[src/rtl/mem_port_arbiter.sv]
// -----------------------------------------------------------------------------
// mem_port_arbiter
//
// Shares the core's single memory port between the fetch stage (instruction
// reads) and the memory stage (loads/stores). At most one transaction is in
// flight at a time. Data requests win over fetch, but after MAX_DSTREAK
// consecutive data grants with fetch waiting, fetch is granted once.
//
// Handshake semantics (all three requester/memory interfaces):
//   A requester raises *_req with address/data and holds them stable until
//   it sees its *_gnt pulse; the grant is the transfer point. Responses are
//   single-cycle *_rvalid pulses with data valid only in that cycle. Towards
//   memory, mem_req is raised from registers and held with stable mem_*
//   fields until mem_gnt; mem_rvalid is expected one or more cycles later.
//
// Ports:
//   clk, nrst                  clock, synchronous active-low reset
//   if_req/if_addr/if_flush    fetch request, address, redirect (drop resp)
//   if_gnt/if_rvalid/if_rdata  fetch grant pulse, response pulse, read data
//   d_req/d_we/d_be/d_addr/d_wdata   data request fields
//   d_gnt/d_rvalid/d_rdata     data grant pulse, response pulse, read data
//   mem_req/mem_we/mem_be/mem_addr/mem_wdata   memory port request (latched)
//   mem_gnt/mem_rvalid/mem_rdata               memory port accept/response
//   fsm_state                  current FSM state (0 IDLE, 1 REQ, 2 WAIT)
// -----------------------------------------------------------------------------
module mem_port_arbiter #(
    parameter int ADDR_W      = 32,
    parameter int DATA_W      = 32,
    parameter int MAX_DSTREAK = 4
) (
    input  logic                clk,
    input  logic                nrst,

    input  logic                if_req,
    input  logic [ADDR_W-1:0]   if_addr,
    input  logic                if_flush,
    output logic                if_gnt,
    output logic                if_rvalid,
    output logic [DATA_W-1:0]   if_rdata,

    input  logic                d_req,
    input  logic                d_we,
    input  logic [DATA_W/8-1:0] d_be,
    input  logic [ADDR_W-1:0]   d_addr,
    input  logic [DATA_W-1:0]   d_wdata,
    output logic                d_gnt,
    output logic                d_rvalid,
    output logic [DATA_W-1:0]   d_rdata,

    output logic                mem_req,
    output logic                mem_we,
    output logic [DATA_W/8-1:0] mem_be,
    output logic [ADDR_W-1:0]   mem_addr,
    output logic [DATA_W-1:0]   mem_wdata,
    input  logic                mem_gnt,
    input  logic                mem_rvalid,
    input  logic [DATA_W-1:0]   mem_rdata,

    output logic [1:0]          fsm_state
);

    localparam int BE_W     = DATA_W / 8;
    localparam int STREAK_W = $clog2(MAX_DSTREAK + 1);
    localparam logic [STREAK_W-1:0] STREAK_MAX = STREAK_W'(MAX_DSTREAK);

    typedef enum logic [1:0] {
        S_IDLE = 2'd0,
        S_REQ  = 2'd1,
        S_WAIT = 2'd2
    } state_t;

    typedef enum logic {
        OWN_DATA  = 1'b0,
        OWN_FETCH = 1'b1
    } owner_t;

    state_t                state_q, state_d;
    owner_t                owner_q;
    logic                  drop_q;
    logic [STREAK_W-1:0]   streak_q;

    logic                  lat_we_q;
    logic [BE_W-1:0]       lat_be_q;
    logic [ADDR_W-1:0]     lat_addr_q;
    logic [DATA_W-1:0]     lat_wdata_q;

    logic                  fetch_starved;
    logic                  grant_data;
    logic                  grant_fetch;

    // Fetch may only claim the port over a pending data request once the
    // data streak has saturated, and never while a redirect is flushing it.
    assign fetch_starved = if_req && !if_flush && (streak_q == STREAK_MAX);

    // ---------------------------------------------------------------------
    // Next-state and arbitration
    // ---------------------------------------------------------------------
    always_comb begin
        state_d     = state_q;
        grant_data  = 1'b0;
        grant_fetch = 1'b0;

        case (state_q)
            S_IDLE: begin
                if (d_req && !fetch_starved) begin
                    grant_data = 1'b1;
                end else if (if_req && !if_flush) begin
                    grant_fetch = 1'b1;
                end
                if (grant_data || grant_fetch) begin
                    state_d = S_REQ;
                end
            end
            S_REQ: begin
                if (mem_gnt) begin
                    state_d = S_WAIT;
                end
            end
            S_WAIT: begin
                if (mem_rvalid) begin
                    state_d = S_IDLE;
                end
            end
            default: begin
                state_d = S_IDLE;
            end
        endcase
    end

    // ---------------------------------------------------------------------
    // Outputs. mem_req depends only on registered state, so there is no
    // combinational path from the memory handshake back to the request.
    // ---------------------------------------------------------------------
    assign d_gnt     = grant_data;
    assign if_gnt    = grant_fetch;

    assign mem_req   = (state_q == S_REQ);
    assign mem_we    = lat_we_q;
    assign mem_be    = lat_be_q;
    assign mem_addr  = lat_addr_q;
    assign mem_wdata = lat_wdata_q;

    assign d_rvalid  = (state_q == S_WAIT) && mem_rvalid && (owner_q == OWN_DATA);
    // A redirect in the response cycle itself also kills the fetch data.
    assign if_rvalid = (state_q == S_WAIT) && mem_rvalid && (owner_q == OWN_FETCH)
                       && !drop_q && !if_flush;

    assign d_rdata   = mem_rdata;
    assign if_rdata  = mem_rdata;

    assign fsm_state = state_q;

    // ---------------------------------------------------------------------
    // State register
    // ---------------------------------------------------------------------
    always_ff @(posedge clk) begin
        if (!nrst) begin
            state_q <= S_IDLE;
        end else begin
            state_q <= state_d;
        end
    end

    // ---------------------------------------------------------------------
    // Request latch and owner. Fetches are always full-word reads.
    // ---------------------------------------------------------------------
    always_ff @(posedge clk) begin
        if (!nrst) begin
            owner_q     <= OWN_DATA;
            lat_we_q    <= 1'b0;
            lat_be_q    <= '0;
            lat_addr_q  <= '0;
            lat_wdata_q <= '0;
        end else if (grant_data) begin
            owner_q     <= OWN_DATA;
            lat_we_q    <= d_we;
            lat_be_q    <= d_be;
            lat_addr_q  <= d_addr;
            lat_wdata_q <= d_wdata;
        end else if (grant_fetch) begin
            owner_q     <= OWN_FETCH;
            lat_we_q    <= 1'b0;
            lat_be_q    <= '1;
            lat_addr_q  <= if_addr;
            lat_wdata_q <= '0;
        end
    end

    // ---------------------------------------------------------------------
    // Data streak: counts data grants that happened while fetch was asking.
    // ---------------------------------------------------------------------
    always_ff @(posedge clk) begin
        if (!nrst) begin
            streak_q <= '0;
        end else if (grant_data) begin
            if (!if_req) begin
                streak_q <= '0;
            end else if (streak_q != STREAK_MAX) begin
                streak_q <= streak_q + STREAK_W'(1);
            end
        end else if (grant_fetch) begin
            streak_q <= '0;
        end
    end

    // ---------------------------------------------------------------------
    // Drop flag: a redirect while a fetch is in flight lets the memory
    // transaction finish but swallows its response. Clearing on IDLE entry
    // takes precedence so nothing leaks into the next transaction.
    // ---------------------------------------------------------------------
    always_ff @(posedge clk) begin
        if (!nrst) begin
            drop_q <= 1'b0;
        end else if (state_d == S_IDLE) begin
            drop_q <= 1'b0;
        end else if ((state_q != S_IDLE) && (owner_q == OWN_FETCH) && if_flush) begin
            drop_q <= 1'b1;
        end
    end

endmodule

[config.mk]
export PLATFORM = sky130hd
export DESIGN_NAME = mem_port_arbiter
export DESIGN_NICKNAME = d
export VERILOG_FILES = /design/src/rtl/mem_port_arbiter.sv
export SDC_FILE = /design/constraint.sdc
export NUM_CORES = 1
export LEC_CHECK = 0
export BUFFER_PORTS_ARGS = -buffer_cell sky130_fd_sc_hd__buf_2
export CORE_AREA = 2 2 101 127
export DETAILED_ROUTE_END_ITERATION = 12
export DIE_AREA = 0 0 103 129
export GPL_ROUTABILITY_DRIVEN = 0
export GPL_TIMING_DRIVEN = 0
export SYNTH_ARGS = -nofsm -noshare
export SYNTH_HDL_FRONTEND = slang
export SYNTH_SLANG_ARGS = --single-unit
[constraint.sdc]
create_clock -name clk -period 1.8 [get_ports clk]
set_clock_uncertainty 0.15 [all_clocks]
set_input_delay 0 -clock clk [delete_from_list [all_inputs] [get_ports clk]]
set_output_delay 0 -clock clk [all_outputs]
set_load 0.05 [all_outputs]
==> metrics.txt <==
startpoint class of the critical path=flop; Distinct cells, synth=42; Final Hold Fails=0; placed cells=757; Final nets=861; Syn Area/Cell=10.3 um2; worst hold slack=1.72 ps; Worst-Margin Slew=518 ps; CTS tree=done; Cell Chain, Critical Path=or2_4 > o31ai_2 > a21oi_1 > dlygate4sd3_1; GRT Residual Overflow=0; max capacitance violation total=0; WS Path Type=flop to flop; Synth Area in Adders=0.704%; slowest cell on the critical path=dlygate4sd3_1; die height=129 um; Die Wd=103 um; crit-path max FO=9; DP HPWL=8910 um; vias in the first global route=3996; switching part of the total power=35.8%; vias per cell=4.41; antenna cell count=0; Hold Crit Class=input port to flop; Int Pwr=3.80 mW; Clock Path Buffers=2; Avg WL per Cell=14.7 um; Synth Area in Compound Gates=28.2%; Synth Area in XOR/XNOR=0%; Routed WL=13100 um; I/O Pins=280; post-layout util=54.2%; core area=0.0120 mm2; register area share after synthesis=42.8%; TritonCTS Buffers=9; Setup WS post-layout=36.8 ps; clock slew at reported path FFs=60 ps; post-synthesis mux area share=0.282%; Flop pwr share=32.8%; slew margin rel.=65.5%; Syn Inst Count=346; Psw=2.12 mW; Cell Area, Placed=0.00500 mm2; CTS H-Tree Depth=3; Cell Area, Synth=0.00355 mm2; top_reg_cell synth=dfxtp_1; Setup crit end kind=flop; Global Route Usage Sum=18.7%; DIE AREA=0.0133 mm2; part of the cycle the worst path needs=98.0%; drt first pass iters=4; clock share of power=32.2%; fmax=567 MHz; worst slack at placement=-2.77 ps; Synth Net Count=488; Clk Tree Root Cell=clkbuf_16; WP data arrival=1820 ps; Starting Density=29.5%; Pins Over Slew Limit=0; RSZ-0062 raised after global routing=yes; layout cell share with drive strength beyond 1=55.4%; Logic pwr share=35.1%; Async SR Flop Fraction=0%; Simple-Gate Fraction of Synth Area=8.52%; global-route wire length before repair=19300 um; Critical Path RT=1860 ps; design area=0.00653 mm2; Vias=3915; largest net degree at the start of global routing=14; initial antenna violation count=0; antenna-violating nets left=0; Leak=3.22 nW; DR DRC count=0; outcome=finished clean; IO buf count=247; Rows=45; Post-synth EDFFs=0; most common cell after layout, fill and taps aside=buf_2; Max VDD drop=0.000563 V; area added between synthesis and finish=83.7%; setup violators final=0; largest family of logic cells by synthesized area=compound AO/OA/AOI/OAI gates; minimum clock period=1760 ps; Final Non-Filler Cells=888; clock sinks=76; Ys Warns=0; Yosys reg bits=76; initial DRC count=119; Skew-Pair Late Insertion Delay=320 ps; Pwr Density=907 mW/mm2; Crit path largest cell delay=550 ps; most frequent cells in the layout=248 x buf_2, 108 x dlygate4sd3_1, 74 x buf_4, 72 x dfxtp_1, 37 x nor2_1
[through the flow]
| stage | TNS, ps | power (mW) |
|---|---|---|
| 2_1_floorplan | -421 | 3.35 |
| 3_3_place_gp | 0 | 3.81 |
| 3_5_place_dp | -3.34 | 3.83 |
| 4_1_cts | 0 | 5.96 |
| 5_1_grt | -28.3 | 6.18 |
| 6_report | 0 | 5.92 |
[flip-flops by register name, summed over array words and instances (netlist names)]
| register | cells |
|---|---|
| mem_we | 1 |
| mem_be | 4 |
| mem_wdata | 32 |
| mem_addr | 32 |
| owner_q | 1 |
| streak_q | 3 |
| drop_q | 1 |
| fsm_state | 2 |
[power groups by stage]
stage	logic [mW]	registers [mW]	clock network [mW]
5_1_grt	2.19	1.96	2.03
4_1_cts	2.06	1.94	1.97
3_3_place_gp	1.85	1.96	0
2_1_floorplan	0.816	2.53	0
6_report	2.08	1.94	1.91
3_5_place_dp	1.86	1.97	0
[logic make-up (layout without fill, tap and decap cells)]
kind of cell | after synthesis | after routing
AO/OA/AOI/OAI | 117 | 117
buffers and inverters | 89 | 467
flip-flops | 76 | 76
AND/OR/NAND/NOR | 61 | 61
adder cells (fa/ha/maj) | 2 | 2
multiplexers | 1 | 1
[synthesized netlist by cell type (2+ instances only)]
cell	number	area, um2
o22ai_2	30	375
ha_1	2	25.0
nor2b_1	2	12.5
a22o_1	33	289
dfxtp_1	76	1520
o21ai_0	4	20.0
clkbuf_1	4	15.0
buf_6	6	67.6
nor3_1	2	10.0
o22ai_1	6	37.5
buf_4	67	503
nor2_4	2	22.5
buf_12	3	60.1
buf_2	3	15.0
a21oi_1	35	175
nor2_2	2	12.5
inv_1	3	11.3
nor2_1	37	139
nand2_1	6	22.5
[timing repair]
item / CTS / global route
hold endpoints to repair: 74 / 0
setup endpoints to repair: 4 / 23
resized for setup: 10 / 14
hold buffers: 108 / 0
pin swaps: 2 / 2
setup buffers: 3 / 4
[path summary, 6_finish.rpt]
kind / to / slack [ps] / cells after the start / from
min reg2reg: mem_wdata[13] / 320 / 1 / mem_wdata[13]
min: fsm_state[1] / 2 / 3 / nrst
max: drop_q / 40 / 4 / fsm_state[0]
max reg2reg: drop_q / 40 / 4 / fsm_state[0]
[final cells by class]
| class | count | area [um2] |
|---|---|---|
| repair buffers | 362 | 2390 |
| inverters | 5 | 18.8 |
| clock buffers | 10 | 229 |
| multi-input cells | 181 | 1380 |
| fillers | 1110 | 5520 |
| plain buffers | 84 | 688 |
| flip-flops and latches | 76 | 1530 |
| clock inverters | 6 | 88.8 |
| well taps | 164 | 205 |
[worst max-delay path, delay by kind of cell, from the launching register on]
family / cells / cell delay (ps)
AND/OR/NAND/NOR: 1 / 270
flip-flops: 1 / 380
buffers and inverters: 1 / 550
AO/OA/AOI/OAI: 2 / 300
[metal layers]
metal	wire, um	vias to the layer above	track usage, %
met5	0	-	0
met2	6950	184	34.3
met1	4860	1796	20.0
li1	-	1916	-
met3	1070	19	5.76
met4	199	0	6.27
(Power assumes the default switching activity.)
